--- src/rtl/ultra_sonic_emu_pkg.sv ---
// ============================================================================
// ultra_sonic_emu_pkg : shared states, register map and STATUS layout
// Rev 1.0
// ============================================================================
`default_nettype none

package ultra_sonic_emu_pkg;

  typedef enum logic [2:0] {
    IDLE      = 3'd0,
    TRIG_HIGH = 3'd1,
    BURST     = 3'd2,
    ECHO      = 3'd3,
    HOLDOFF   = 3'd4
  } state_e;

  localparam logic ADDR_ECHO_WIDTH = 1'b0;
  localparam logic ADDR_STATUS     = 1'b1;

  localparam int ECHO_W            = 24;

  localparam int STATUS_BUSY_BIT   = 31;
  localparam int STATUS_STATE_MSB  = 30;
  localparam int STATUS_STATE_LSB  = 28;
  localparam int STATUS_JIT_MSB    = 27;
  localparam int STATUS_JIT_LSB    = 24;
  localparam int STATUS_REJ_MSB    = 15;
  localparam int STATUS_REJ_LSB    = 8;
  localparam int STATUS_ACC_MSB    = 7;
  localparam int STATUS_ACC_LSB    = 0;

endpackage

`default_nettype wire

--- src/rtl/sync_2ff.sv ---
// ============================================================================
// sync_2ff : single-bit two-flop synchronizer, async active-low reset to 0
// Rev 1.0
// ============================================================================
`default_nettype none

module sync_2ff (
  input  logic clk,
  input  logic rst_n,
  input  logic i_d,
  output logic o_q
);

  logic r_meta;
  logic r_sync;

  always_ff @(posedge clk or negedge rst_n) begin
    if (!rst_n) begin
      r_meta <= 1'b0;
      r_sync <= 1'b0;
    end else begin
      r_meta <= i_d;
      r_sync <= r_meta;
    end
  end

  assign o_q = r_sync;

endmodule

`default_nettype wire

--- src/rtl/ultra_sonic_emulator.sv ---
// ============================================================================
// ultra_sonic_emulator : HC-SR04-style trigger/echo responder with register bus
// Optional echo-width jitter enabled by defining US_EMU_JITTER_EN.
// Rev 1.0
// ============================================================================
`default_nettype none

module ultra_sonic_emulator
  import ultra_sonic_emu_pkg::*;
#(
  parameter int TRIG_MIN_CYCLES     = 500,
  parameter int BURST_CYCLES        = 22500,
  parameter int HOLDOFF_CYCLES      = 3000000,
  parameter int DEFAULT_ECHO_CYCLES = 29000
) (
  input  logic        clk,
  input  logic        reset_all,
  input  logic        trig,
  output logic        echo,
  input  logic        addr,
  input  logic        write,
  input  logic [31:0] write_data,
  output logic [31:0] read_data
);

  localparam int HI_W   = $clog2(TRIG_MIN_CYCLES + 1);
  localparam int DLY_W  = $clog2(BURST_CYCLES + 1);
  localparam int HOLD_W = $clog2(HOLDOFF_CYCLES + 1);

  localparam logic [HI_W-1:0]   HI_MAX    = HI_W'(TRIG_MIN_CYCLES);
  localparam logic [HI_W-1:0]   HI_ONE    = HI_W'(1);
  localparam logic [DLY_W-1:0]  DLY_LAST  = DLY_W'(BURST_CYCLES - 1);
  localparam logic [HOLD_W-1:0] HOLD_LAST = HOLD_W'(HOLDOFF_CYCLES - 1);

  logic              w_trig_s;
  state_e            r_state,      w_state_nxt;
  logic [HI_W-1:0]   r_hi_cnt,     w_hi_nxt;
  logic [DLY_W-1:0]  r_dly_cnt,    w_dly_nxt;
  logic [HOLD_W-1:0] r_hold_cnt,   w_hold_nxt;
  logic [ECHO_W-1:0] r_echo_cnt,   w_echo_cnt_nxt;
  logic [7:0]        r_acc,        w_acc_nxt;
  logic [7:0]        r_rej,        w_rej_nxt;
  logic              r_echo;
  logic [ECHO_W-1:0] r_echo_width;
  logic [ECHO_W-1:0] w_width;
  logic [3:0]        w_jit;
  logic              w_latch;
  logic [31:0]       w_status;
  logic [31:0]       r_read_data;
  logic              w_unused_wdata;

  sync_2ff u_trig_sync (
    .clk   (clk),
    .rst_n (reset_all),
    .i_d   (trig),
    .o_q   (w_trig_s)
  );

  assign w_latch        = (r_state == BURST) && (r_dly_cnt == DLY_LAST);
  assign w_unused_wdata = ^write_data[31:ECHO_W];

`ifdef US_EMU_JITTER_EN
  logic [15:0]        r_lfsr;
  logic [3:0]         r_jit;
  logic [3:0]         w_offset;
  logic signed [25:0] w_width_ext;

  // lfsr[3:0] - 8 as a 4-bit two's-complement value is just an MSB flip
  assign w_offset    = r_lfsr[3:0] ^ 4'b1000;
  assign w_width_ext = $signed({2'b00, r_echo_width}) + $signed({{22{w_offset[3]}}, w_offset});

  always_comb begin
    if (r_echo_width == '0) begin
      w_width = '0;
    end else if (w_width_ext < 26'sd1) begin
      w_width = 24'd1;
    end else if (w_width_ext > 26'sd16777215) begin
      w_width = '1;
    end else begin
      w_width = w_width_ext[ECHO_W-1:0];
    end
  end

  always_ff @(posedge clk or negedge reset_all) begin
    if (!reset_all) begin
      r_lfsr <= 16'hACE1;
      r_jit  <= '0;
    end else begin
      r_lfsr <= {r_lfsr[14:0], r_lfsr[15] ^ r_lfsr[13] ^ r_lfsr[12] ^ r_lfsr[10]};
      if (w_latch && (r_echo_width != '0)) begin
        r_jit <= w_offset;
      end
    end
  end

  assign w_jit = r_jit;
`else
  assign w_width = r_echo_width;
  assign w_jit   = 4'd0;
`endif

  always_comb begin
    w_state_nxt    = r_state;
    w_hi_nxt       = r_hi_cnt;
    w_dly_nxt      = r_dly_cnt;
    w_hold_nxt     = r_hold_cnt;
    w_echo_cnt_nxt = r_echo_cnt;
    w_acc_nxt      = r_acc;
    w_rej_nxt      = r_rej;
    case (r_state)
      IDLE: begin
        if (w_trig_s) begin
          w_state_nxt = TRIG_HIGH;
          w_hi_nxt    = HI_ONE;
        end
      end
      TRIG_HIGH: begin
        if (w_trig_s) begin
          if (r_hi_cnt < HI_MAX) begin
            w_hi_nxt = r_hi_cnt + HI_ONE;
          end
        end else if (r_hi_cnt >= HI_MAX) begin
          w_state_nxt = BURST;
          w_dly_nxt   = '0;
          w_hi_nxt    = '0;
          w_acc_nxt   = r_acc + 8'd1;
        end else begin
          w_state_nxt = IDLE;
          w_hi_nxt    = '0;
          w_rej_nxt   = r_rej + 8'd1;
        end
      end
      BURST: begin
        if (w_latch) begin
          w_dly_nxt      = '0;
          w_echo_cnt_nxt = w_width;
          // zero width models "no object": skip straight to the dead time
          if (w_width == '0) begin
            w_state_nxt = HOLDOFF;
            w_hold_nxt  = '0;
          end else begin
            w_state_nxt = ECHO;
          end
        end else begin
          w_dly_nxt = r_dly_cnt + 1'b1;
        end
      end
      ECHO: begin
        if (r_echo_cnt <= 24'd1) begin
          w_state_nxt    = HOLDOFF;
          w_hold_nxt     = '0;
          w_echo_cnt_nxt = '0;
        end else begin
          w_echo_cnt_nxt = r_echo_cnt - 24'd1;
        end
      end
      HOLDOFF: begin
        if (r_hold_cnt == HOLD_LAST) begin
          w_state_nxt = IDLE;
          w_hold_nxt  = '0;
        end else begin
          w_hold_nxt = r_hold_cnt + 1'b1;
        end
      end
      default: begin
        w_state_nxt = IDLE;
      end
    endcase
  end

  always_ff @(posedge clk or negedge reset_all) begin
    if (!reset_all) begin
      r_state    <= IDLE;
      r_hi_cnt   <= '0;
      r_dly_cnt  <= '0;
      r_hold_cnt <= '0;
      r_echo_cnt <= '0;
      r_acc      <= '0;
      r_rej      <= '0;
      r_echo     <= 1'b0;
    end else begin
      r_state    <= w_state_nxt;
      r_hi_cnt   <= w_hi_nxt;
      r_dly_cnt  <= w_dly_nxt;
      r_hold_cnt <= w_hold_nxt;
      r_echo_cnt <= w_echo_cnt_nxt;
      r_acc      <= w_acc_nxt;
      r_rej      <= w_rej_nxt;
      r_echo     <= (w_state_nxt == ECHO);
    end
  end

  always_comb begin
    w_status                                    = '0;
    w_status[STATUS_BUSY_BIT]                   = (r_state != IDLE);
    w_status[STATUS_STATE_MSB:STATUS_STATE_LSB] = r_state;
    w_status[STATUS_JIT_MSB:STATUS_JIT_LSB]     = w_jit;
    w_status[STATUS_REJ_MSB:STATUS_REJ_LSB]     = r_rej;
    w_status[STATUS_ACC_MSB:STATUS_ACC_LSB]     = r_acc;
  end

  // latch samples r_echo_width before this write lands
  always_ff @(posedge clk or negedge reset_all) begin
    if (!reset_all) begin
      r_echo_width <= ECHO_W'(DEFAULT_ECHO_CYCLES);
      r_read_data  <= '0;
    end else begin
      if (write && (addr == ADDR_ECHO_WIDTH)) begin
        r_echo_width <= write_data[ECHO_W-1:0];
      end
      r_read_data <= (addr == ADDR_STATUS) ? w_status : {8'd0, r_echo_width};
    end
  end

  assign echo      = r_echo;
  assign read_data = r_read_data;

endmodule

`default_nettype wire
--- config.mk ---
export PLATFORM = sky130hd
export DESIGN_NAME = ultra_sonic_emulator
export DESIGN_NICKNAME = d
export VERILOG_FILES = /design/src/rtl/ultra_sonic_emu_pkg.sv /design/src/rtl/sync_2ff.sv /design/src/rtl/ultra_sonic_emulator.sv
export SDC_FILE = /design/constraint.sdc
export NUM_CORES = 1
export LEC_CHECK = 0
export ABC_AREA = 0
export CAP_MARGIN = 10
export CORE_MARGIN = 3
export CORE_UTILIZATION = 45
export DETAILED_ROUTE_END_ITERATION = 7
export GPL_TIMING_DRIVEN = 0
export PLACE_DENSITY = 0.68
export SETUP_SLACK_MARGIN = 0.05
export SYNTH_ARGS = -nofsm -noshare
export SYNTH_HDL_FRONTEND = slang
export SYNTH_SLANG_ARGS = --single-unit
export TNS_END_PERCENT = 1
--- constraint.sdc ---
create_clock -name clk -period 2.5 [get_ports clk]
set_clock_uncertainty 0.1 [all_clocks]
set_input_delay 0.25 -clock clk [delete_from_list [all_inputs] [get_ports clk]]
set_output_delay 0.25 -clock clk [all_outputs]
set_load 0.01 [all_outputs]
== Yosys cells after proc, flatten, opt, wreduce, memory -nomap -nowiden ==
Index checks and enable logic that the tools add are counted.
Operators by class
  add/sub/neg operators: 6
  order comparisons: 3
  equal/unequal tests: 14
  muxes and demuxes: 25
  bitwise operators: 3
  reductions and logical operators: 15
Operators by type and width (count)
  $mux 22: 4
  $pmux 22 s3: 1
  $mux 24: 2
  $pmux 24 s2: 1
  $mux 15: 3
  $mux 32: 1
  $pmux 15 s2: 1
  $mux 9: 3
  $le 24x1->1 const B: 1
  $logic_not 24->1: 1
  $sub 24x1->24 const B: 1
  $add 22x1->22 const B: 1
  $eq 22x22->1 const B: 1
  $mux 3: 6
  $pmux 9 s2: 1
  $add 8x1->8 const B: 2
  $add 15x1->15 const B: 1
  $eq 15x15->1 const B: 1
  $pmux 3 s5: 1
  $reduce_and 3->1: 4
  $add 9x1->9 const B: 1
  $eq 3x2->1 const B: 3
  $ge 9x9->1 const B: 1
  $lt 9x9->1 const B: 1
  13 further kinds: 23
Word-level totals
  flip-flop bits (word level): 148
  input bits: 37
  output and inout port bits: 33
  logic and storage cells: 78

== Longest topological paths before layout ==
  depth in word-level cells: 5
  mapped depth: 9

== Cells and area by module ==
A second synthesis with hierarchy kept.
Unflattened totals
  cell total of the unflattened synthesis: 665
  area total of the unflattened synthesis: 7054.3 um^2
By module, submodules not included
  ultra_sonic_emulator: instances 1, cells an instance 663, area an instance 7004.2 um^2, seq. area each 3560.9 um^2
  sync_2ff: instances 1, cells an instance 2, area an instance 50.0 um^2, seq. area each 50.0 um^2

== Worst setup path after synthesis ==
OpenSTA, ideal clock, no wires.
  kind: reg-to-reg
  start point: register r_echo_cnt[6]
  end point: register r_echo_cnt[23]
  setup time: 0.133 ns
  arrival: 2.174 ns
  required time: 2.267 ns
  slack: 0.092 ns
  stages on the path, launching flop included: 8
  path through: dfrtp_1 buf_6 or4_4 or3_1 buf_6 or4_4 nand3_1 o211ai_2
On the way
  cells in the longest elaborated chain, start to end: 3
  elaborated cells on any way between the ends: 4
  those cells by class: add/sub: 1; order compare: 1; mux: 2
Ends and longest elaborated chain
  from (decl): RTL line ultra_sonic_emulator.sv:40  | logic [ECHO_W-1:0] r_echo_cnt, w_echo_cnt_nxt;
  from (signal assigned): RTL line ultra_sonic_emulator.sv:186  | r_echo_cnt <= w_echo_cnt_nxt;
  $sub 24x1->24 / $le 24x1->1 (equally long branches): RTL line ultra_sonic_emulator.sv:154, ultra_sonic_emulator.sv:149
  $mux 24 *: RTL line ultra_sonic_emulator.sv:149  | if (r_echo_cnt <= 24'd1) begin
  $pmux 24 s2 *: RTL line ultra_sonic_emulator.sv:110  | case (r_state)
Mark *: on every way between the ends. The rest lies on a longest branch, timed or not.
A chain may end at the register's enable or synchronous reset.

== Worst setup path in the final report ==
  start point: register r_echo_cnt[6]
  end point: register r_echo_cnt[6]
Same word-level chain as after synthesis.

==> impl_metrics.py <==
metrics = {
    "status": {
        "status": "finished, final reports clean",
    },
    "hold_path": {
        "holdCritStartpoint": "trig",
        "hold_depth": 1,
        "holdCritPathClass": "input pin to flip-flop",
        "hold_end": "u_trig_sync.r_meta",
    },
    "place": {
        "io_buffers": 56,
        "place_ws_ns": -0.279,
        "dpl.hpwl_um": 11300,
        "place.gp.congestion": 0.880,
        "place_area_mm2": 0.00801,
    },
    "pwr": {
        "powerDensity_mw_per_mm2": 651,
        "total_power_uw": 5710,
        "power_leakage_uw": 0.00391,
        "ir_worst_vdd_v": 0.000702,
    },
    "global_route": {
        "grt_pass1_wl_um": 28300,
        "antenna_found_initial": 0,
        "grt_start_max_net_pins": 83,
        "track_usage_pct": 19.6,
        "grt_overflow": 0,
        "grt_pass1_vias": 5640,
    },
    "critical_path": {
        "critPathCaptureType": "flip-flop",
        "cp_max_fo": 10,
        "worstPathArrival_ns": 2.68,
        "start_kind": "flip-flop",
        "r2r_start": "r_echo_cnt[6]",
        "max_stage_delay_ns": 0.55,
        "rr_endpoint": "r_echo_cnt[6]",
        "cp_slowest_cell": "or4_4",
        "r2r_slack_ns": 0.03,
        "reg2regPathDepth": 7,
        "crit_chain": "buf_6, or4_4, nor3_2, a31o_2, clkbuf_4, nor3_1, a221o_2",
        "crit_path_start": "r_echo_cnt[6]",
        "required_ns": 2.71,
        "worstSetupPathType": "flip-flop to flip-flop",
    },
    "layout": {
        "syn2layout_area_growth_pct": 22.8,
        "drive_gt1_share_pct": 19.0,
        "final_cell_area_mm2": 0.00877,
        "nFillCells": 1327,
        "n_antenna_cell": 0,
        "final_nets": 797,
    },
    "timing": {
        "worst_slew_margin_rel_pct": 43.7,
        "hold_viol": 0,
        "period_needed_ns": 2.47,
        "drv_slew": 0,
        "period_share_pct": 99.0,
        "clock.fmax_mhz": 404,
        "setup_slack_ns": 0.0259,
        "setup_viol": 0,
        "rsz0062_at_grt": "true",
        "worstMarginPinSlew_ns": 0.839,
    },
    "detailed_routing": {
        "drt-initial-drc-count": 385,
        "ant_nets": 0,
        "routed-via-count": 5687,
        "firstDrtPassIters": 5,
        "wirelength_um": 16500,
        "post-route-drc-count": 0,
        "avgViaCountPerCell": 5.83,
        "wl_per_cell_um": 16.9,
    },
    "synthesis": {
        "synth_seq_cells": 144,
        "synth_cell_type_count": 67,
        "synth_edf_count": 0,
        "syn-cell-area_mm2": 0.00714,
        "yosysSeqAreaShare_pct": 50.6,
        "async_reset_ff_share_pct": 100,
        "yosys_warnings": 0,
        "synthFlopType": "dfrtp_1",
        "avgSynthCellArea_um2": 10.6,
        "synthCells": 672,
    },
    "cts": {
        "cts.sinks": 144,
        "cts_tree": "yes",
        "clk_pin_slew_ns": 0.06,
        "cts_max_path_buffers": 2,
        "htreeDepth": 4,
        "cts_root_buf": "clkbuf_16",
        "cts_buffers": 17,
        "clkLatencyLatePin_ns": 0.42,
    },
    "floorplan": {
        "die-area_mm2": 0.0174,
        "chipWidth_um": 132,
        "fp-row-count": 45,
        "core_mm2": 0.0154,
        "ios": 70,
        "initial_core_util_pct": 46.5,
        "die_y_um": 132,
    },
    "job": {
        "max-cap-violations": 0,
    },
}
[what timing repair did]
| action | CTS | global route |
|---|---|---|
| hold buffers | 1 | 0 |
| endpoints found under the hold margin | 81 | 0 |
| resized for setup | 16 | 32 |
| setup endpoints to repair | 60 | 57 |
| buffers inserted | 1 | 0 |
| pin swaps | 3 | 1 |
| cloned | 0 | 0 |
[synth_stat cells (4+ instances only)]
library cell | number | area, um^2
o21ai_0 | 19 | 95.1
mux2i_1 | 12 | 120
clkbuf_1 | 25 | 93.8
a211oi_1 | 4 | 30.0
and3_1 | 19 | 119
mux2_2 | 43 | 484
buf_4 | 5 | 37.5
and2_1 | 7 | 43.8
o211ai_1 | 6 | 45.0
and4_1 | 5 | 43.8
a22oi_1 | 6 | 45.0
a211o_1 | 11 | 96.3
a221o_1 | 12 | 120
xor2_1 | 4 | 35.0
nor2b_1 | 11 | 68.8
buf_2 | 7 | 35.0
nand4_1 | 28 | 175
dfrtp_1 | 138 | 3450
or3_1 | 7 | 43.8
inv_1 | 12 | 45.0
nand3_1 | 38 | 190
o22ai_1 | 4 | 25.0
dfstp_2 | 6 | 158
or2_2 | 4 | 25.0
nor2_1 | 30 | 113
a31oi_1 | 4 | 25.0
nor4_1 | 17 | 106
a21o_1 | 9 | 67.6
nor3_1 | 29 | 145
o31ai_1 | 4 | 30.0
xnor2_1 | 25 | 219
nand2_1 | 34 | 128
ha_1 | 8 | 100
a21oi_1 | 24 | 120
or4_1 | 8 | 60.1
[cells in the final DEF, fill, tap and decap left out, drive strengths merged, types with 5 or more instances in the layout]
cell and instances:
and2 8, a22oi 6, nor3 30, clkbuf 44
mux2i 12, a221o 13, nor2b 11, or3 7
ha 8, and4 5, or4 10, a21oi 24
clkinv 7, a21o 9, o211ai 7, clkdlybuf4s50 55
inv 13, o31ai 5, nand2 35, mux2 43
dfstp 6, dfrtp 138, and3 19, nand4 28
xnor2 25, nand3 38, buf 21, a211o 11
o21ai 22, nor4 18, nor2 30
[how the worst max path moves through the flow]
stage,to,slack [ns],depth (start not counted)
CTS,r_echo_cnt[6],0.03,5
finish,r_echo_cnt[6],0.03,7
global placement,r_echo_width[18],-4.54,1
floorplan,r_echo_cnt[23],0.09,7
global route,r_echo_cnt[22],-0.06,7
detailed placement,r_echo_cnt[12],-0.28,9
[cell families after synthesis]
group	synth area share, %
flops	50.6
xor+xnor	3.56
fa+ha+maj	1.40
simple gates	19.9
other cells	0.0525
compound gates	12.5
mux	8.46
buf+inv	3.59
[registers in the layout (all words and copies together) (netlist names)]
name and cells:
u_trig_sync.o_q 1, echo 1, r_hi_cnt 9, r_rej 8
r_acc 8, r_hold_cnt 22, r_state 3, r_echo_width 24
read_data 28, u_trig_sync.r_meta 1, r_echo_cnt 24, r_dly_cnt 15
[worst max-delay path, delay by kind of cell (launching register included)]
kind | cells | cell delay (ns)
and+or+nand+nor | 3 | 0.95
AOI/OAI and AO/OA | 2 | 0.57
DFF | 1 | 0.37
buffers and inverters | 2 | 0.36
[metal layers]
metal / routed length [um] / global-route usage (%) / part of all wire [%] / up-vias
met1: 7790 / 27.2 / 47 / 2852
met4: 195 / 5.31 / 1.2 / 0
met5: 0 / 0 / 0 / -
met2: 7800 / 30.6 / 47 / 134
met3: 675 / 5.31 / 4.1 / 17
li1: - / - / - / 2684
[power by group]
| group | switching (uW) | total (uW) | internal [uW] |
|---|---|---|---|
| clock | 994 | 2520 | 1520 |
| combinational | 209 | 517 | 307 |
| sequential | 164 | 2680 | 2510 |
[area by class of cell]
type / count / area [um^2] / area share [%]
sequential: 144 / 3610 / 41.2
multi-input combinational: 476 / 3420 / 39.0
timing repair buffer: 59 / 607 / 6.92
clock buffer: 20 / 457 / 5.21
tap: 211 / 264 / 3.01
buffer: 42 / 229 / 2.61
clock inverter: 12 / 134 / 1.53
inverter: 12 / 45.0 / 0.514
[metrics by stage]
stage	TNS [ns]	hold WS (ns)	cells	utilization (%)
floorplan	0	-0.146	675	-
global placement	-647.91	0.245	942	51.9
detailed placement	-6.84	0.250	943	52.1
CTS	0	0.168	976	56.5
global route	-0.581	0.174	976	57.1
finish	0	0.180	976	57.1
Power figures use the tool's default switching activity.
